===== src/rtl/fir_mac_sequencer.sv =====
// fir_mac_sequencer
// Control sequencer for a time-shared, single-MAC FIR filter fed by a 12-bit
// DDS sample stream. A free-running divider produces a one-cycle sample tick
// from CLOCK. Each tick captures one sample and writes it into a circular
// delay-line RAM. The sequencer then walks TAPS coefficient/delay-line address
// pairs into the external MAC, waits out the MAC pipeline, and strobes y_valid.
// Host access to the coefficient RAM is granted only while the filter is idle.
//
// Ports:
//   CLOCK         system clock
//   RESET         asynchronous, active-low reset
//   xin           DDS sample, captured on the tick cycle
//   coef_upd_req  host request for coefficient-RAM ownership
//   coef_upd_gnt  host owns the coefficient RAM while high
//   dl_we         delay-line write enable
//   dl_waddr      delay-line write address
//   dl_wdata      delay-line write data
//   dl_raddr      delay-line read address, newest sample first
//   coef_raddr    coefficient read address
//   mac_clr       start a new accumulation with this product
//   mac_en        accumulate this product
//   y_valid       one-cycle strobe: the accumulator holds the new output
//   busy          a filter sequence is in progress
//   overrun       sticky flag: a sample tick was lost
// Every output is registered.
module fir_mac_sequencer #(
    parameter int DIV_N   = 25000,
    parameter int TAPS    = 16,
    parameter int AW      = 4,
    parameter int MAC_LAT = 2
) (
    input  logic          CLOCK,
    input  logic          RESET,
    input  logic [11:0]   xin,
    input  logic          coef_upd_req,
    output logic          coef_upd_gnt,
    output logic          dl_we,
    output logic [AW-1:0] dl_waddr,
    output logic [11:0]   dl_wdata,
    output logic [AW-1:0] dl_raddr,
    output logic [AW-1:0] coef_raddr,
    output logic          mac_clr,
    output logic          mac_en,
    output logic          y_valid,
    output logic          busy,
    output logic          overrun
);

    localparam int DIVW = (DIV_N > 1) ? $clog2(DIV_N) : 1;
    localparam int DRW  = (MAC_LAT > 1) ? $clog2(MAC_LAT) : 1;

    typedef enum logic [2:0] {
        ST_IDLE  = 3'd0,
        ST_WRITE = 3'd1,
        ST_RUN   = 3'd2,
        ST_DRAIN = 3'd3,
        ST_DONE  = 3'd4
    } state_t;

    state_t          state_r, state_s;
    logic [DIVW-1:0] div_r;
    logic            tick_r;
    logic [AW-1:0]   k_r, k_s;
    logic [DRW-1:0]  drain_r, drain_s;
    logic [AW-1:0]   wptr_r, wptr_s;
    logic            pending_r, pending_s;
    logic [11:0]     pend_smp_r, pend_smp_s;
    logic            overrun_s, gnt_s;
    logic            we_s, clr_s, en_s, yv_s;
    logic [AW-1:0]   waddr_s, raddr_s, craddr_s;
    logic [11:0]     wdata_s;
    logic            gnt_hold_s, start_s, tick_used_s;

    // Sample-rate divider: tick_r is high for the one cycle in which div_r wraps to 0.
    always_ff @(posedge CLOCK or negedge RESET) begin
        if (!RESET) begin
            div_r  <= {DIVW{1'b0}};
            tick_r <= 1'b0;
        end else begin
            if (div_r == DIVW'(DIV_N - 1)) begin
                div_r <= {DIVW{1'b0}};
            end else begin
                div_r <= div_r + DIVW'(1);
            end
            tick_r <= (div_r == DIVW'(DIV_N - 1));
        end
    end

    // Next state, bookkeeping and next-cycle output values.
    // Outputs are decoded from the state being entered so that they can be registered.
    always_comb begin
        state_s    = state_r;
        k_s        = k_r;
        drain_s    = drain_r;
        wptr_s     = wptr_r;
        pending_s  = pending_r;
        pend_smp_s = pend_smp_r;
        overrun_s  = overrun;
        gnt_s      = coef_upd_gnt;
        we_s       = 1'b0;
        waddr_s    = {AW{1'b0}};
        wdata_s    = 12'h000;
        raddr_s    = {AW{1'b0}};
        craddr_s   = {AW{1'b0}};
        clr_s      = 1'b0;
        en_s       = 1'b0;
        yv_s       = 1'b0;

        // The host keeps the coefficient RAM only while req stays high; once req
        // drops, the grant is already being released, so a start may go ahead.
        gnt_hold_s  = coef_upd_gnt & coef_upd_req;
        start_s     = (state_r == ST_IDLE) && (tick_r || pending_r) && !gnt_hold_s;
        // A pending start uses the stored sample, leaving any concurrent tick unconsumed.
        tick_used_s = start_s && !pending_r;

        case (state_r)
            ST_IDLE: begin
                if (start_s) begin
                    state_s   = ST_WRITE;
                    pending_s = 1'b0;
                    we_s      = 1'b1;
                    waddr_s   = wptr_r;
                    wdata_s   = pending_r ? pend_smp_r : xin;
                end else begin
                    state_s = ST_IDLE;
                end
            end
            ST_WRITE: begin
                state_s  = ST_RUN;
                k_s      = {AW{1'b0}};
                en_s     = 1'b1;
                clr_s    = 1'b1;
                craddr_s = {AW{1'b0}};
                raddr_s  = wptr_r;
            end
            ST_RUN: begin
                if (k_r == AW'(TAPS - 1)) begin
                    state_s = ST_DRAIN;
                    drain_s = {DRW{1'b0}};
                end else begin
                    k_s      = k_r + AW'(1);
                    en_s     = 1'b1;
                    craddr_s = k_s;
                    // TAPS is a power of two, so the AW-bit subtraction wraps the delay line.
                    raddr_s  = wptr_r - k_s;
                end
            end
            ST_DRAIN: begin
                if (drain_r == DRW'(MAC_LAT - 1)) begin
                    state_s = ST_DONE;
                    yv_s    = 1'b1;
                end else begin
                    drain_s = drain_r + DRW'(1);
                end
            end
            ST_DONE: begin
                state_s = ST_IDLE;
                wptr_s  = wptr_r + AW'(1);
            end
            default: begin
                state_s = ST_IDLE;
            end
        endcase

        // A tick that did not start a sequence is parked; a second one is lost.
        if (tick_r && !tick_used_s) begin
            if (pending_r && !start_s) begin
                overrun_s = 1'b1;
            end else begin
                pending_s  = 1'b1;
                pend_smp_s = xin;
            end
        end else begin
            pend_smp_s = pend_smp_s;
        end

        // Grant is only issued from a quiet IDLE cycle; it is then held until req drops.
        if (coef_upd_gnt) begin
            gnt_s = coef_upd_req;
        end else if ((state_r == ST_IDLE) && coef_upd_req && !start_s && !tick_r) begin
            gnt_s = 1'b1;
        end else begin
            gnt_s = 1'b0;
        end
    end

    // State, counters, pending sample and registered outputs.
    always_ff @(posedge CLOCK or negedge RESET) begin
        if (!RESET) begin
            state_r      <= ST_IDLE;
            k_r          <= {AW{1'b0}};
            drain_r      <= {DRW{1'b0}};
            wptr_r       <= {AW{1'b0}};
            pending_r    <= 1'b0;
            pend_smp_r   <= 12'h000;
            overrun      <= 1'b0;
            coef_upd_gnt <= 1'b0;
            dl_we        <= 1'b0;
            dl_waddr     <= {AW{1'b0}};
            dl_wdata     <= 12'h000;
            dl_raddr     <= {AW{1'b0}};
            coef_raddr   <= {AW{1'b0}};
            mac_clr      <= 1'b0;
            mac_en       <= 1'b0;
            y_valid      <= 1'b0;
            busy         <= 1'b0;
        end else begin
            state_r      <= state_s;
            k_r          <= k_s;
            drain_r      <= drain_s;
            wptr_r       <= wptr_s;
            pending_r    <= pending_s;
            pend_smp_r   <= pend_smp_s;
            overrun      <= overrun_s;
            coef_upd_gnt <= gnt_s;
            dl_we        <= we_s;
            dl_waddr     <= waddr_s;
            dl_wdata     <= wdata_s;
            dl_raddr     <= raddr_s;
            coef_raddr   <= craddr_s;
            mac_clr      <= clr_s;
            mac_en       <= en_s;
            y_valid      <= yv_s;
            busy         <= (state_s != ST_IDLE);
        end
    end

endmodule


===== config.mk =====
export PLATFORM = sky130hd
export DESIGN_NAME = fir_mac_sequencer
export DESIGN_NICKNAME = d
export VERILOG_FILES = /design/src/rtl/fir_mac_sequencer.sv
export SDC_FILE = /design/constraint.sdc
export NUM_CORES = 1
export LEC_CHECK = 0
export ABC_AREA = 1
export BUFFER_PORTS_ARGS = -buffer_cell sky130_fd_sc_hd__buf_2
export CAP_MARGIN = 10
export CORE_MARGIN = 1.5
export CORE_UTILIZATION = 53
export CTS_BUF_LIST = sky130_fd_sc_hd__clkbuf_4
export DETAILED_ROUTE_END_ITERATION = 10
export PLACE_DENSITY_LB_ADDON = 0.08
export SLEW_MARGIN = 20
export SYNTH_ARGS = -nofsm -noshare
export SYNTH_HDL_FRONTEND = slang
export SYNTH_SLANG_ARGS = --single-unit

===== constraint.sdc =====
create_clock -name CLOCK -period 1.75 [get_ports CLOCK]
set_input_delay 0.0875 -clock CLOCK [delete_from_list [all_inputs] [get_ports CLOCK]]
set_output_delay 0.0875 -clock CLOCK [all_outputs]
set_load 0.01 [all_outputs]

==> results_dict.tcl, run 1 <==
set metrics [dict create \
    p_comb_share_pct 3.2 \
    ys_ff_latch 72 \
    crit_arrival_ps 1960 \
    path_depth 9 \
    grt_use_total_pct 22.20 \
    synthSimpleGateAreaFrac_pct 22.59 \
    synthTopCellsByArea "dfrtp_1 57%, nand2_1 9.6%, inv_1 4.3%" \
    total_leakage_power_nw 2.157 \
    clkLatencyLatePin_ps 410 \
    worst_pin_slew_ps 441.2 \
    cp-startpoint "k_r[0]" \
    synth_xor_area_share_pct 4.132 \
    grt.overflow.total 0 \
    internal-power_mw 2.419 \
    seqPwrFrac_pct 54.5 \
    drt-initial-drc-count 115 \
    fp.coreArea_mm2 0.005851 \
    cts_num_sinks 72 \
    final_area_mm2 0.003882 \
    cp_cell_sequence "ha_4 -> xnor2_2 -> ha_4 -> a21oi_1 -> o21ai_2 -> inv_1 -> nand2_1 -> nand3_1 -> nand2_1" \
    place_area_mm2 0.003531 \
    vias 2459 \
    muxShareOfSynthArea_pct 0 \
    final.min_clock_period_ps 1636 \
    wirelength_mm 6.361 \
    critPathLaunchType "flop" \
    rows 28 \
    antenna_found_initial 0 \
    setup_viol 0 \
    io_pins 46 \
    cts_tree "done" \
    clkPwrFrac_pct 42.4 \
    drive_above_1_share_pct 22.14 \
    crit-reg2reg-launch "k_r[0]" \
    clkTransAtPathRegs_ps 120 \
    finalHoldViolations 0 \
    r2r_slack_ps 110 \
    cp_top_family "flip-flops" \
    yosysSeqAreaShare_pct 56.67 \
    cp_slowest_cell "dfrtp_1" \
    reg2reg_to "dl_raddr[3]" \
    detail-route-antenna-nets 0 \
    hold_class "in -> reg" \
    netlist_instances 343 \
    relSlewSlack_pct 70.36 \
    die_w_um 80.45 \
    num_antenna_cells 0 \
    critical_path_required_ps 2070 \
    reg2reg_depth 9 \
    status "completed" \
    fin_crit_sh_pct 93.50 \
    synth.distinct_cells 30 \
    clockRootBuffer "clkbuf_4" \
    synth_fa_ha_area_share_pct 2.991 \
    finish.utilization_pct 66.36 \
    routabilityCongestion 0.9063 \
    die_area_mm2 0.006472 \
    skew_ps 17.04 \
    ctsLongestPathBuffers 2 \
    synth-compound-area-share_pct 6.966 \
    max_cap_viol_count 0 \
    drt-pass1-iter-count 5 \
    critical_path_peak_fanout 3 \
    p_sw_share_pct 20.88 \
    synthesis.area_mm2 0.003179 \
    final_common_cell "nand2_1" \
    dpl.hpwl_mm 4.250 \
    timing.critical_path.to_type "flop" \
    vias_per_cell 4.968 \
    syn_area_per_cell_um2 9.269 \
    initial_core_util_pct 54.34 \
    ir_drop_mv 0.5156 \
    port-buffer-count 45 \
    most-common-layout-cells "81 x nand2_1, 72 x dfrtp_1, 45 x buf_2, 36 x inv_1, 27 x nor2_1" \
    grt_pass1_wl_mm 10.81 \
    synth_largest_area_cell "dfrtp_1" \
    synth_fp_nets 365 \
    cts-buffers-inserted 9 \
    syn2layout_area_growth_pct 22.12 \
    fillers 469 \
    synth_warnings 0 \
    endpoint "dl_raddr[3]" \
    cts_htree_levels 3 \
    cpPeakStageDelay_ps 430 \
    max_clock_freq_mhz 611.2 \
    post-synth-top-area-fraction_pct 56.67 \
    grt_pass1_vias 2353 \
    p_switching_mw 0.6383 \
    grt_max_degree 73 \
    synth_top_family_by_area "simple AND/OR/NAND/NOR gates" \
    power_per_cell_area_mw_per_mm2 787.6 \
    drc 0 \
    critPathBufInv 1 \
    routedWlPerCell_um 12.85 \
    die_h_um 80.45 \
    worstSetupPathType "reg -> reg" \
    timing.final.max_slew_violations 0 \
    nNetsFinal 437 \
]
## logic make-up (layout without fill, tap and decap cells)
group	count (synthesis)	after routing
fa+ha+maj	7	7
buf+inv	50	127
simple gates	157	157
xor+xnor	15	15
flops	72	72
compound gates	42	42
## synthesized netlist by cell type
cell / count
xnor2_1: 1
inv_4: 1
o21ai_1: 10
dfrtp_1: 72
inv_1: 36
nor2_2: 2
nand2_2: 2
nor3_1: 12
nand2_1: 81
fa_1: 1
o21bai_1: 2
nor3_2: 2
buf_4: 1
nor2_4: 3
nor2_1: 27
buf_6: 2
inv_2: 6
a31oi_1: 1
nand4_1: 7
ha_1: 6
nor4_1: 1
xor2_1: 14
nand3_2: 1
clkbuf_1: 2
buf_2: 2
o22ai_1: 4
o21ai_0: 9
a21oi_1: 16
nand2_4: 3
nand3_1: 16
## power by group through the flow
stage,sequential (mW),clock [mW],combinational (mW)
after floorplan,1.70,0,0.0159
after global placement,1.70,0,0.0766
after detailed placement,1.70,0,0.0780
after CTS,1.67,1.32,0.100
after global routing,1.67,1.40,0.112
final,1.67,1.30,0.0971
## registers in the layout, summed over array words and instances, names as in the netlist, 3 cells and up
signal and count:
dl_wdata 12, dl_raddr 4, div_r 15, wptr_r 4
k_r 4, pend_smp_r 12, dl_waddr 4, coef_raddr 4
state_r 3
## worst register-to-register path: cells and delay by family, from the launching register on
kind / cells / cell delay, ps
AO/OA/AOI/OAI: 2 / 270
XOR/XNOR: 1 / 200
adder cells (fa/ha/maj): 2 / 430
buffers and inverters: 1 / 50
flip-flops: 1 / 430
AND/OR/NAND/NOR: 3 / 180
## cell type report
type,instances,area [um^2],share of cell area (%)
clock inverter,7,110.1,2.836
tap,75,93.84,2.417
inverter,43,163.9,4.222
timing repair buffer,68,442.9,11.41
multi-input combinational,221,1202,30.97
clock buffer,9,67.56,1.740
sequential,72,1802,46.41
## layer usage
| metal | track usage [%] | vias up | wire length [um] | part of all wire, % |
|---|---|---|---|---|
| li1 | - | 1243 | - | - |
| met1 | 29.99 | 1143 | 2945 | 46 |
| met2 | 35.13 | 62 | 3042 | 48 |
| met3 | 4.432 | 11 | 249 | 3.9 |
| met4 | 8.793 | 0 | 124 | 1.9 |
| met5 | 0 | - | 0 | 0 |
## worst min path at each step
stage	endpoint	depth (start not counted)	startpoint	slack, ps
6_report	coef_upd_gnt	5	coef_upd_req	20
5_1_grt	coef_upd_gnt	5	coef_upd_req	100
4_1_cts	coef_upd_gnt	5	coef_upd_req	0.7
3_5_place_dp	dl_raddr[3]	2	RESET	150
3_3_place_gp	coef_raddr[3]	2	RESET	140
2_1_floorplan	busy	0	RESET	-210
## through the flow
| stage | TNS [ps] | setup WS (ps) | hold WS [ps] | instances | power, mW |
|---|---|---|---|---|---|
| 2_1_floorplan | 0 | 64.89 | -208.1 | 343 | 1.715 |
| 3_3_place_gp | 0 | 93.78 | 142.9 | 465 | 1.774 |
| 3_5_place_dp | -9.340 | -9.340 | 147.8 | 465 | 1.775 |
| 4_1_cts | 0 | 23.56 | 0.7392 | 494 | 3.089 |
| 5_1_grt | -3.532 | -3.532 | 100.4 | 495 | 3.177 |
| 6_report | 0 | 113.8 | 23.74 | 495 | 3.058 |
## what timing repair did
action | in CTS | in global routing
setup endpoints to repair | 1 | 1
setup buffers | 0 | 1
hold buffers | 13 | 0
hold endpoints to repair | 96 | 0
resized for setup | 2 | 4
pin swaps | 0 | 1
Note: power is estimated with default switching activity, not from simulation.
==> run 2, diff against run 1 <==
--- a/config.mk
+++ b/config.mk
@@ -9,7 +9,7 @@
 export BUFFER_PORTS_ARGS = -buffer_cell sky130_fd_sc_hd__buf_2
 export CAP_MARGIN = 10
 export CORE_MARGIN = 1.5
-export CORE_UTILIZATION = 53
+export CORE_UTILIZATION = 59
 export CTS_BUF_LIST = sky130_fd_sc_hd__clkbuf_4
 export DETAILED_ROUTE_END_ITERATION = 10
 export PLACE_DENSITY_LB_ADDON = 0.08
==> constraint.sdc (replaced) <==
create_clock -name CLOCK -period 1.63 [get_ports CLOCK]
set_input_delay 0.0815 -clock CLOCK [delete_from_list [all_inputs] [get_ports CLOCK]]
set_output_delay 0.0815 -clock CLOCK [all_outputs]
set_load 0.01 [all_outputs]
==> run 2 against run 1 <==
  * Combinational power increased by 8%
  * Power increased by 3.3%
  * Critical path depth unchanged
  * Largest cell class unchanged
  * Register-to-register slack worse by 110 ps
  * Critical endpoint unchanged
  * Cell area increased by 1.2%
  * Critical path type unchanged
==> results_dict.tcl, run 2 (synthesis gave the netlist of run 1 again) <==
set metrics [dict create \
    die_h_um 76.41 \
    drt-initial-drc-count 225 \
    status "completed" \
    die_area_mm2 0.005838 \
    finish.utilization_pct 76.41 \
    final.min_clock_period_ps 1623 \
    drt-pass1-iter-count 6 \
    skew_ps 8.156 \
    max_cap_viol_count 0 \
    critical_path_required_ps 1940 \
    drive_above_1_share_pct 24.11 \
    max_clock_freq_mhz 616.1 \
    internal-power_mw 2.469 \
    fp.coreArea_mm2 0.005140 \
    worstHoldStart "coef_upd_req" \
    grt_pass1_wl_mm 11.36 \
    pre_cts_ws_ps -16.66 \
    power_per_cell_area_mw_per_mm2 804.0 \
    dpl.hpwl_mm 4.310 \
    nNetsFinal 440 \
    initial_core_util_pct 61.85 \
    reg2reg_depth 9 \
    wirelength_mm 6.658 \
    fillers 369 \
    vias_per_cell 5.211 \
    cts_num_sinks 72 \
    die_w_um 76.41 \
    cts_htree_levels 3 \
    rows 26 \
    port-buffer-count 45 \
    seqPwrFrac_pct 56.6 \
    grt_use_total_pct 24.65 \
    largestRegisters "div_r x15, dl_wdata x12, pend_smp_r x12" \
    grt_max_degree 73 \
    ir_drop_mv 0.5651 \
    grt_pass1_vias 2513 \
    total_leakage_power_nw 2.172 \
    num_antenna_cells 0 \
    worstSetupPathType "reg -> reg" \
    relSlewSlack_pct 74.57 \
    grt.overflow.total 0 \
    critical_path_peak_fanout 3 \
    routabilityCongestion 0.8471 \
    clkTransAtPathRegs_ps 110 \
    syn2layout_area_growth_pct 23.53 \
    detail-route-antenna-nets 0 \
    endpoint "dl_raddr[3]" \
    critPathLaunchType "flop" \
    ctsLongestPathBuffers 2 \
    min_delay_path_depth 5 \
    final_common_cell "nand2_1" \
    finalHoldViolations 0 \
    rsz0062_at_grt "true" \
    io_pins 46 \
    most-common-layout-cells "81 x nand2_1, 72 x dfrtp_1, 45 x buf_2, 35 x inv_1, 27 x nor2_1" \
    drc 0 \
    worst_slack_ps 6.922 \
    cts-buffers-inserted 9 \
    cp_slowest_cell "dfrtp_1" \
    p_sw_share_pct 21.81 \
    cp_cell_sequence "ha_4 -> xnor2_4 -> ha_4 -> a21oi_2 -> o21ai_2 -> inv_1 -> nand2_1 -> nand3_1 -> nand2_1" \
    hold_class "in -> reg" \
    cpPeakStageDelay_ps 430 \
    largest_reg_flops 15 \
    clkLatencyLatePin_ps 410 \
    clockRootBuffer "clkbuf_4" \
    crit-reg2reg-launch "k_r[1]" \
    p_comb_share_pct 3.3 \
    cts_tree "done" \
    antenna_found_initial 0 \
    clkPwrFrac_pct 40.1 \
    r2r_slack_ps 7 \
    timing.final.max_slew_violations 0 \
    reg2reg_to "dl_raddr[3]" \
    cp-startpoint "k_r[1]" \
    setup_viol 0 \
    routedWlPerCell_um 13.51 \
    worst_pin_slew_ps 378.5 \
    top_register "div_r" \
    fin_crit_sh_pct 99.58 \
    crit_arrival_ps 1940 \
    vias 2569 \
    timing.critical_path.to_type "flop" \
    p_switching_mw 0.6888 \
]
-- run 2: cell count changes in the layout (fill, tap and decap cells not counted), sizes merged --
cell,before,now
inv,43,44
clkbuf,9,10
clkinvlp,1,0
bufinv,3,2
buf,55,58
-- run 2: metrics by stage --
stage	total power [mW]	cells	TNS, ps	hold WS (ps)	area, um^2
6_report	3.158	493	0	9.136	3928
5_1_grt	3.259	493	-72.88	49.39	3928
4_1_cts	3.179	491	0	9.686	3845
3_5_place_dp	1.906	462	-16.66	141.8	3547
3_3_place_gp	1.904	462	0	133.9	3547
2_1_floorplan	1.841	343	0	-214.1	3187
-- run 2: worst max-delay path, delay by kind of cell (launching register included) --
family	cells	cell delay, ps
AO/OA/AOI/OAI	2	220
XOR/XNOR	1	220
adder cells (fa/ha/maj)	2	430
flip-flops	1	430
buffers and inverters	1	60
AND/OR/NAND/NOR	3	160
-- run 2: cell type report --
type | count | area [um^2] | area share (%)
Clock buffer | 10 | 75.07 | 1.911
Clock inverter | 6 | 82.58 | 2.103
Inverter | 43 | 163.9 | 4.173
Multi-Input combinational cell | 221 | 1239 | 31.54
Sequential cell | 72 | 1802 | 45.87
Tap cell | 70 | 87.58 | 2.230
Timing Repair Buffer | 71 | 478.0 | 12.17
-- run 2: worst min path at each step --
stage / to / slack [ps]
after detailed placement: coef_raddr[3] / 140
after floorplan: busy / -210
after CTS: coef_upd_gnt / 10
after global routing: coef_upd_gnt / 50
after global placement: coef_raddr[3] / 130
final: coef_upd_gnt / 9
-- run 2: power by group through the flow --
stage	logic (mW)	clock network (mW)	registers (mW)
6_report	0.105	1.27	1.79
3_5_place_dp	0.0829	0	1.82
5_1_grt	0.122	1.35	1.79
3_3_place_gp	0.0812	0	1.82
4_1_cts	0.107	1.28	1.79
2_1_floorplan	0.0171	0	1.82
-- run 2: what timing repair did --
action,CTS,global route
hold buffers,13,0
pin swaps,0,7
setup buffers,0,3
resized for setup,3,8
gates cloned,0,0
setup endpoints to repair,1,14
endpoints found under the hold margin,96,0
-- run 2: layer usage --
metal / track usage, % / vias up / share of wire (%)
met5: 0 / - / 0
met4: 11.67 / 0 / 2.5
met3: 4.072 / 16 / 4.5
met2: 39.02 / 86 / 49
met1: 33.33 / 1218 / 44
li1: - / 1249 / -
==> run 3, diff against run 2 <==
--- a/config.mk
+++ b/config.mk
@@ -7,12 +7,12 @@
 export LEC_CHECK = 0
 export ABC_AREA = 1
 export BUFFER_PORTS_ARGS = -buffer_cell sky130_fd_sc_hd__buf_2
-export CAP_MARGIN = 10
+export CAP_MARGIN = 20
 export CORE_MARGIN = 1.5
 export CORE_UTILIZATION = 59
 export CTS_BUF_LIST = sky130_fd_sc_hd__clkbuf_4
 export DETAILED_ROUTE_END_ITERATION = 10
-export PLACE_DENSITY_LB_ADDON = 0.08
+export PLACE_DENSITY_LB_ADDON = 0.1
 export SLEW_MARGIN = 20
 export SYNTH_ARGS = -nofsm -noshare
 export SYNTH_HDL_FRONTEND = slang
==> run 3 against run 2 <==
  * Die area unchanged
  * Via count down 0.74%
  * Worst hold slack better by 190 ps
  * Core utilization up 0.97 points
  * Cell area up 1.3%
  * Non-clock buffer count up 3
  * Register-to-register slack better by 50 ps
  * Highest routed layer unchanged
  * Combinational power about the same
  * Largest power group unchanged
  * Power up 5.6%
  * Final cell count up 0.61%
  * Flip-flop and latch count unchanged
==> results_dict.tcl, run 3 (synthesis gave the netlist of run 1 again) <==
set metrics [dict create \
    io_pins 46 \
    fin_crit_sh_pct 96.77 \
    wirelength_mm 6.481 \
    die_h_um 76.41 \
    crit-reg2reg-launch "k_r[0]" \
    fillers 367 \
    initial_core_util_pct 61.85 \
    clkTransAtPathRegs_ps 120 \
    cpPeakStageDelay_ps 430 \
    worst_pin_slew_ps 599.4 \
    clockRootBuffer "clkbuf_4" \
    grt_pass1_vias 2490 \
    relSlewSlack_pct 59.77 \
    drt-pass1-iter-count 4 \
    reg2reg_depth 8 \
    vias_per_cell 5.141 \
    cts_htree_levels 3 \
    routabilityCongestion 0.9862 \
    cts_tree "done" \
    routedWlPerCell_um 13.07 \
    crit_arrival_ps 1910 \
    fp.coreArea_mm2 0.005140 \
    place_area_mm2 0.003555 \
    reg2reg_to "dl_raddr[3]" \
    cp_cell_sequence "ha_4 -> xnor2_4 -> ha_4 -> nand2_1 -> o21ai_2 -> nand3_1 -> nand3_2 -> nand2_1" \
    ir_drop_mv 0.5520 \
    power_per_cell_area_mw_per_mm2 838.1 \
    largest_reg_flops 15 \
    worstSetupPathType "reg -> reg" \
    die_w_um 76.41 \
    detail-route-antenna-nets 0 \
    die_area_mm2 0.005838 \
    final.min_clock_period_ps 1577 \
    grt_max_degree 73 \
    total_leakage_power_nw 2.202 \
    critical_path_peak_fanout 3 \
    grt.overflow.total 0 \
    antenna_found_initial 0 \
    grt_pass1_wl_mm 10.86 \
    max_clock_freq_mhz 634.0 \
    setup_viol 0 \
    drc 0 \
    r2r_slack_ps 50 \
    cp_slowest_cell "dfrtp_1" \
    drt-initial-drc-count 128 \
    port-buffer-count 45 \
    nNetsFinal 443 \
    vias 2550 \
    dpl.hpwl_mm 4.216 \
    drive_above_1_share_pct 24.18 \
    skew_ps 13.89 \
    hold_ws_ps 199.4 \
    rsz0062_at_grt "true" \
    grt_use_total_pct 23.95 \
    most-common-layout-cells "81 x nand2_1, 72 x dfrtp_1, 45 x buf_2, 36 x inv_1, 27 x nor2_1" \
    timing.final.max_slew_violations 0 \
    critPathLaunchType "flop" \
    finalHoldViolations 0 \
    num_antenna_cells 0 \
    syn2layout_area_growth_pct 25.11 \
    final_common_cell "nand2_1" \
    cts-buffers-inserted 9 \
    ctsLongestPathBuffers 2 \
    hold_class "in -> async" \
    timing.critical_path.to_type "flop" \
    status "completed" \
    top_register "div_r" \
    cts_num_sinks 72 \
    clkLatencyLatePin_ps 430 \
    rows 26 \
    largestRegisters "div_r x15, dl_wdata x12, pend_smp_r x12" \
    critical_path_required_ps 1960 \
    max_cap_viol_count 0 \
    final_area_mm2 0.003978 \
]
-- run 3: how the worst max path moves through the flow --
stage	from	endpoint	slack [ps]	depth (start not counted)
2_1_floorplan	k_r[0]	dl_raddr[3]	4	9
3_3_place_gp	k_r[0]	dl_raddr[3]	20	8
6_report	k_r[0]	dl_raddr[3]	50	8
5_1_grt	k_r[0]	dl_raddr[3]	-40	8
4_1_cts	k_r[0]	dl_raddr[3]	9	8
3_5_place_dp	k_r[0]	dl_raddr[3]	-40	8
-- run 3: repair_timing --
item                                    CTS  global route
hold buffers                             14             0
endpoints found under the setup margin    2             4
pin swaps                                 0            10
hold endpoints to repair                 97             0
gates resized for setup                   3             7
buffers inserted                          0             3
-- run 3: report_power, final --
group / switching, mW / leakage [nW] / total, mW / internal, mW
Clock: 0.660 / 0.0961 / 1.44 / 0.778
Combinational: 0.0593 / 1.15 / 0.107 / 0.0481
Sequential: 0.000703 / 0.957 / 1.79 / 1.79
-- run 3: critical path: cells and delay by family, from the launching register on --
kind | cells | cell delay [ps]
xor gates and xnor gates | 1 | 150
and+or+nand+nor | 4 | 280
adders and majority gates | 2 | 480
DFF | 1 | 430
AOI/OAI and AO/OA | 1 | 160
-- run 3: metal layers --
layer / part of all wire, % / vias up / global-route usage (%) / wire length (um)
met3: 4.4 / 18 / 4.431 / 287
li1: - / 1262 / - / -
met5: 0 / - / 0 / 0
met1: 45 / 1197 / 29.99 / 2893
met4: 3.0 / 0 / 13.33 / 194
met2: 48 / 73 / 39.29 / 3106
-- run 3: metrics by stage --
step	std cells	utilization (%)	setup WS (ps)	total power, mW	setup TNS [ps]
floorplan	343	-	3.978	1.841	0
global placement	463	69.16	16.27	1.904	0
detailed placement	463	69.16	-35.44	1.906	-35.44
CTS	493	75.93	8.861	3.347	0
global route	496	77.39	-44.23	3.442	-44.23
finish	496	77.39	52.73	3.333	0
-- run 3: final cells by class --
cell class,count,area [um^2],share of cell area [%]
sequential,72,1802,45.30
multi-input combinational,221,1230,30.92
timing repair buffer,74,506.7,12.74
inverter,43,163.9,4.121
clock inverter,7,120.1,3.020
tap,70,87.58,2.202
clock buffer,9,67.56,1.699
